**src/rtl/regfile_arb_pkg.sv**
```systemverilog
// Shared widths, default queue depth and writeback port indices for the
// register-file write arbiter.
package regfile_arb_pkg;

  localparam int REG_AW        = 5;
  localparam int DATA_W        = 32;
  localparam int DEFAULT_DEPTH = 2;

  typedef enum logic {
    PORT_ALU  = 1'b0,
    PORT_LOAD = 1'b1
  } port_e;

  typedef struct packed {
    logic [REG_AW-1:0] rd;
    logic [DATA_W-1:0] data;
  } wb_entry_t;

endpackage

```
**src/rtl/wb_fifo.sv**
```systemverilog
// Circular writeback queue; exposes per-slot valid/register so the
// arbiter can detect pending writes without popping.
module wb_fifo
  import regfile_arb_pkg::*;
#(
  parameter  int DEPTH = DEFAULT_DEPTH,
  localparam int CW    = $clog2(DEPTH + 1),
  localparam int PW    = (DEPTH > 1) ? $clog2(DEPTH) : 1
) (
  input  logic                          clk,
  input  logic                          reset,
  input  logic                          push,
  input  wb_entry_t                     push_entry,
  input  logic                          pop,
  output logic [CW-1:0]                 count,
  output wb_entry_t                     head,
  output logic [DEPTH-1:0]              ent_valid,
  output logic [DEPTH-1:0][REG_AW-1:0]  ent_reg
);

  wb_entry_t [DEPTH-1:0] mem_q, mem_d;
  logic [DEPTH-1:0]      valid_q, valid_d;
  logic [PW-1:0]         rd_ptr_q, rd_ptr_d;
  logic [PW-1:0]         wr_ptr_q, wr_ptr_d;
  logic [CW-1:0]         count_q, count_d;

  function automatic logic [PW-1:0] ptr_inc(input logic [PW-1:0] p);
    return (p == PW'(DEPTH - 1)) ? '0 : p + PW'(1);
  endfunction

  always_comb begin
    mem_d    = mem_q;
    valid_d  = valid_q;
    rd_ptr_d = rd_ptr_q;
    wr_ptr_d = wr_ptr_q;
    count_d  = count_q;

    // Clear the popped slot before filling so a push into the same slot wins.
    if (pop) begin
      valid_d[rd_ptr_q] = 1'b0;
      rd_ptr_d          = ptr_inc(rd_ptr_q);
    end
    if (push) begin
      mem_d[wr_ptr_q]   = push_entry;
      valid_d[wr_ptr_q] = 1'b1;
      wr_ptr_d          = ptr_inc(wr_ptr_q);
    end

    case ({push, pop})
      2'b10:   count_d = count_q + CW'(1);
      2'b01:   count_d = count_q - CW'(1);
      default: count_d = count_q;
    endcase
  end

  always_ff @(posedge clk or posedge reset) begin
    if (reset) begin
      mem_q    <= '0;
      valid_q  <= '0;
      rd_ptr_q <= '0;
      wr_ptr_q <= '0;
      count_q  <= '0;
    end else begin
      mem_q    <= mem_d;
      valid_q  <= valid_d;
      rd_ptr_q <= rd_ptr_d;
      wr_ptr_q <= wr_ptr_d;
      count_q  <= count_d;
    end
  end

  always_comb begin
    ent_reg = '0;
    for (int i = 0; i < DEPTH; i++) begin
      ent_reg[i] = mem_q[i].rd;
    end
  end

  assign count     = count_q;
  assign head      = mem_q[rd_ptr_q];
  assign ent_valid = valid_q;

endmodule

```
**src/rtl/regfile_write_arb.sv**
```systemverilog
// Two-port register-file writeback arbiter: per-port queues, round-robin
// grant into a single registered write port, and pending-write hazard flags.
module regfile_write_arb
  import regfile_arb_pkg::*;
#(
  parameter int DEPTH = DEFAULT_DEPTH,
  parameter int NPORT = 2
) (
  input  logic              clk,
  input  logic              reset,
  input  logic              p0_valid,
  output logic              p0_ready,
  input  logic [REG_AW-1:0] p0_reg,
  input  logic [DATA_W-1:0] p0_data,
  input  logic              p1_valid,
  output logic              p1_ready,
  input  logic [REG_AW-1:0] p1_reg,
  input  logic [DATA_W-1:0] p1_data,
  output logic              RegWrite,
  output logic [REG_AW-1:0] Writeregister,
  output logic [DATA_W-1:0] Writedata,
  input  logic [REG_AW-1:0] readregister1,
  input  logic [REG_AW-1:0] readregister2,
  output logic              hazard1,
  output logic              hazard2,
  output logic              idle
);

  localparam int CW = $clog2(DEPTH + 1);

  wb_entry_t [NPORT-1:0]                   push_entry;
  wb_entry_t [NPORT-1:0]                   head;
  logic [NPORT-1:0]                        in_valid;
  logic [NPORT-1:0]                        ready;
  logic [NPORT-1:0]                        push;
  logic [NPORT-1:0]                        non_empty;
  logic [NPORT-1:0]                        grant;
  logic [NPORT-1:0][CW-1:0]                count;
  logic [NPORT-1:0][DEPTH-1:0]             ent_valid;
  logic [NPORT-1:0][DEPTH-1:0][REG_AW-1:0] ent_reg;

  port_e             rr_q, rr_d;
  logic              reg_write_q, reg_write_d;
  logic [REG_AW-1:0] wr_reg_q, wr_reg_d;
  logic [DATA_W-1:0] wr_data_q, wr_data_d;

  assign in_valid[PORT_ALU]   = p0_valid;
  assign in_valid[PORT_LOAD]  = p1_valid;
  assign push_entry[PORT_ALU]  = '{rd: p0_reg, data: p0_data};
  assign push_entry[PORT_LOAD] = '{rd: p1_reg, data: p1_data};
  assign p0_ready = ready[PORT_ALU];
  assign p1_ready = ready[PORT_LOAD];

  // Writes to $zero are handshaken normally but never enter a queue.
  for (genvar g = 0; g < NPORT; g++) begin : g_port
    assign ready[g]     = count[g] < CW'(DEPTH);
    assign push[g]      = in_valid[g] && ready[g] && (push_entry[g].rd != '0);
    assign non_empty[g] = count[g] != '0;

    wb_fifo #(.DEPTH(DEPTH)) u_fifo (
      .clk        (clk),
      .reset      (reset),
      .push       (push[g]),
      .push_entry (push_entry[g]),
      .pop        (grant[g]),
      .count      (count[g]),
      .head       (head[g]),
      .ent_valid  (ent_valid[g]),
      .ent_reg    (ent_reg[g])
    );
  end

  // The pointer only moves on contention, handing priority to the loser.
  always_comb begin
    grant = '0;
    rr_d  = rr_q;
    if (non_empty[PORT_ALU] && non_empty[PORT_LOAD]) begin
      grant[rr_q] = 1'b1;
      rr_d        = (rr_q == PORT_ALU) ? PORT_LOAD : PORT_ALU;
    end else begin
      grant = non_empty;
    end
  end

  always_comb begin
    reg_write_d = |grant;
    wr_reg_d    = wr_reg_q;
    wr_data_d   = wr_data_q;
    if (grant[PORT_ALU]) begin
      wr_reg_d  = head[PORT_ALU].rd;
      wr_data_d = head[PORT_ALU].data;
    end else if (grant[PORT_LOAD]) begin
      wr_reg_d  = head[PORT_LOAD].rd;
      wr_data_d = head[PORT_LOAD].data;
    end
  end

  always_ff @(posedge clk or posedge reset) begin
    if (reset) begin
      rr_q        <= PORT_ALU;
      reg_write_q <= 1'b0;
      wr_reg_q    <= '0;
      wr_data_q   <= '0;
    end else begin
      rr_q        <= rr_d;
      reg_write_q <= reg_write_d;
      wr_reg_q    <= wr_reg_d;
      wr_data_q   <= wr_data_d;
    end
  end

  // A register stays hazardous until its write has left the output stage.
  always_comb begin
    hazard1 = 1'b0;
    hazard2 = 1'b0;
    for (int p = 0; p < NPORT; p++) begin
      for (int i = 0; i < DEPTH; i++) begin
        if (ent_valid[p][i] && (ent_reg[p][i] == readregister1)) hazard1 = 1'b1;
        if (ent_valid[p][i] && (ent_reg[p][i] == readregister2)) hazard2 = 1'b1;
      end
    end
    if (reg_write_q && (wr_reg_q == readregister1)) hazard1 = 1'b1;
    if (reg_write_q && (wr_reg_q == readregister2)) hazard2 = 1'b1;
    if (readregister1 == '0) hazard1 = 1'b0;
    if (readregister2 == '0) hazard2 = 1'b0;
  end

  assign RegWrite      = reg_write_q;
  assign Writeregister = wr_reg_q;
  assign Writedata     = wr_data_q;
  assign idle          = !(|non_empty) && !reg_write_q;

endmodule

```
**config.mk**
```make
export PLATFORM = sky130hd
export DESIGN_NAME = regfile_write_arb
export DESIGN_NICKNAME = d
export VERILOG_FILES = /design/src/rtl/regfile_arb_pkg.sv /design/src/rtl/wb_fifo.sv /design/src/rtl/regfile_write_arb.sv
export SDC_FILE = /design/constraint.sdc
export NUM_CORES = 1
export LEC_CHECK = 0
export BUFFER_PORTS_ARGS = -buffer_cell sky130_fd_sc_hd__buf_2
export CAP_MARGIN = 20
export CORE_AREA = 2 2 133 161
export CTS_CLUSTER_SIZE = 24
export DETAILED_ROUTE_END_ITERATION = 12
export DIE_AREA = 0 0 135 163
export HOLD_SLACK_MARGIN = 0.05
export PLACE_DENSITY = 0.8
export SLEW_MARGIN = 0
export SYNTH_ARGS = -nofsm -noshare
export SYNTH_HDL_FRONTEND = slang
export SYNTH_SLANG_ARGS = --single-unit
```
**constraint.sdc**
```tcl
create_clock -name clk -period 7.55 [get_ports clk]
set_clock_uncertainty 0.2 [all_clocks]
set_input_delay 1.51 -clock clk [delete_from_list [all_inputs] [get_ports clk]]
set_output_delay 1.51 -clock clk [all_outputs]
set_load 0.02 [all_outputs]
```
==> impl_metrics.toml <==
[run_status]
run_status = "finished, final reports clean"

[critical_path]
startpoint_type = "input pin"
crit_fanout = 6
r2r_slack_ns = 4.49
crit_path_cell_trace = "buf_2, xor2_1, nor4_1, nand3_1, nand3_1, o22a_1, buf_2"
setup.worst_path.end_class = "primary output"
worstPathRequired_ns = 5.84
crit_type = "in2out"
crit_slowest_cell = "nor4_1"
cp_slowest_stage_delay_ns = 0.34
cp.arrival_ns = 2.67

[floorplanning]
io_pins = 131
die_x_um = 135
fp-row-count = 58
coreArea_um2 = 20600
die_area_um2 = 22000
dieHeight_um = 163
start_util = 0.469

[detailed_routing]
vias = 6320
drc = 0
ant_nets = 0
routedWlPerCell_um = 19.6
vias_per_cell = 5.55
first_pass_iters = 4
wl_um = 22300
drt_iter0_drc = 338

[clock_network]
cts_buffer_depth = 2
post_cts_resized = 0
cts.sinks = 199
clock_latency_ns = 0.43
path_clk_slew_ns = 0.07
cts_tree = "done"
cts_buffers = 17
cts_root_buf = "clkbuf_16"
cts_hold_buf = 0
h-tree-depth = 4
cts_setup_buffers = 0

[synth]
syn_nets = 842
synth_most_common_cell = "dfrtp_1"
yosys_most_used_dff = "dfrtp_1"
yosysUniqueCellTypes = 36
avgSynthCellArea_um2 = 12.9
synth_top_area_share = 0.515
yosysTopAreaCell = "dfrtp_1"
ys_top_cells_by_area = "dfrtp_1, mux2_2, mux2i_1, mux2_4, xor2_1"
netlist_top_cells_count = "dfrtp_1, mux2_2, mux2i_1, nor2_1, xor2_1"
ys_ff_latch = 199
synthArstFlopShare = 1.00
ys_warn_count = 0
synth-edff-count = 0
synth-seq-area-share = 0.515
syn_inst = 752
syn_area_um2 = 9670

[hold_path]
hp-class = "reg2reg"

[layout]
fin_area_um2 = 11000
final_cells = 1138
area_growth_pct = 14.0
layout-drive-gt1-share = 0.368
largest_reg_flops = 128
nNetsFinal = 943

[sta]
setup_violations = 0
maxSlewViolCount = 0
timing_worst_slew_pin_value_ns = 0.948
fin_ws_ns = 3.17
fmax_mhz = 228
tns_ns = 0
final_hold_viol_count = 0
finalCriticalPeriod_ns = 4.38
rsz0062_at_grt = "false"
period_share = 0.581
slew_headroom = 0.368

[pwr]
peakVddDrop_uv = 213
p_leak_uw = 0.00504
p_total_uw = 5350
power.density_nw_per_um2 = 486

[job]
cap_violations = 0

[global_route]
grt_pass1_vias = 6677
gr-total-overflow = 0
antenna_found_initial = 1
grt_use_total = 0.210
grt_pass1_wl_um = 36000
grt_max_degree = 129

[placed_design]
dpl-instance-area_um2 = 10400
placed_cells = 1104
place_ws_ns = 3.19
place.port_buffers = 130
hpwl_um = 14900
finalWeightedCongestion = 0.856
==> worst max-delay path, delay by kind of cell <==
kind,cells,cell delay [ns]
AOI/OAI and AO/OA,1,0.14
and+or+nand+nor,3,0.56
xor gates and xnor gates,1,0.15
buffers and inverters,2,0.30
==> placed cells by master (no fill, tap or decap), types with 2 or more instances in the layout <==
cell	count
xnor2_1	19
ha_1	2
nor2_1	42
dfrtp_2	3
clkinv_4	3
dfrtp_1	196
o211ai_4	2
nor4_1	10
mux2_4	38
inv_2	2
or4_1	2
clkbuf_8	2
nor2_4	3
clkbuf_16	17
mux2i_1	71
buf_2	130
inv_6	3
clkbuf_1	2
or4_4	2
mux2_1	19
o22a_1	2
diode_2	2
inv_1	5
o21ai_0	40
nand2_1	9
inv_8	2
o32a_1	34
buf_4	8
nand2_2	2
mux2_2	94
clkinvlp_4	2
a21oi_1	37
nand3_1	12
xor2_1	42
==> layout make-up <==
class | instances | area [um^2]
fill | 1770 | 9590
sequential | 199 | 4980
multi-input combinational | 488 | 4350
timing repair buffer | 139 | 731
clock buffer | 21 | 460
tap | 270 | 338
clock inverter | 11 | 114
inverter | 8 | 37.5
antenna | 2 | 5.00
==> path summary, 6_finish.rpt <==
path	endpoint	from	depth (start not counted)
max reg2reg	g_port[1].u_fifo.count[1]	g_port[0].u_fifo.count[0]	7
min	Writedata[2]	Writedata[2]	2
max in group asynchronous	rr_q	reset	3
min reg2reg	Writedata[2]	Writedata[2]	2
min in group asynchronous	g_port[1].u_fifo.ent_reg[8]	reset	2
max	hazard1	readregister1[3]	7
==> metal layers <==
| layer | up-vias | part of all wire | global-route usage | wire length (um) |
|---|---|---|---|---|
| met1 | 3225 | 0.44 | 0.274 | 9830 |
| met3 | 41 | 0.044 | 0.0461 | 988 |
| met4 | 2 | 0.022 | 0.0729 | 482 |
| li1 | 2902 | - | - | - |
| met5 | - | 0.00049 | 0 | 11 |
| met2 | 150 | 0.49 | 0.347 | 11000 |
==> cells by family after synthesis <==
family | share of synthesized area
and+or+nand+nor | 0.0414
adders and majority gates | 0.00259
DFF | 0.515
xor gates and xnor gates | 0.0553
AOI/OAI and AO/OA | 0.0835
muxes | 0.264
buffers and inverters | 0.0378
==> power by group <==
group | internal, uW | switching, uW | total [uW]
clock network | 480 | 406 | 885
logic | 1190 | 1160 | 2350
registers | 1630 | 487 | 2120
==> stage by stage <==
step | utilization | hold slack [ns]
after floorplan | - | 0.259
after global placement | 0.505 | 0.259
after detailed placement | 0.506 | 0.270
after CTS | 0.534 | 0.285
after global routing | 0.534 | 0.310
final | 0.534 | 0.278
(Power assumes the default switching activity.)
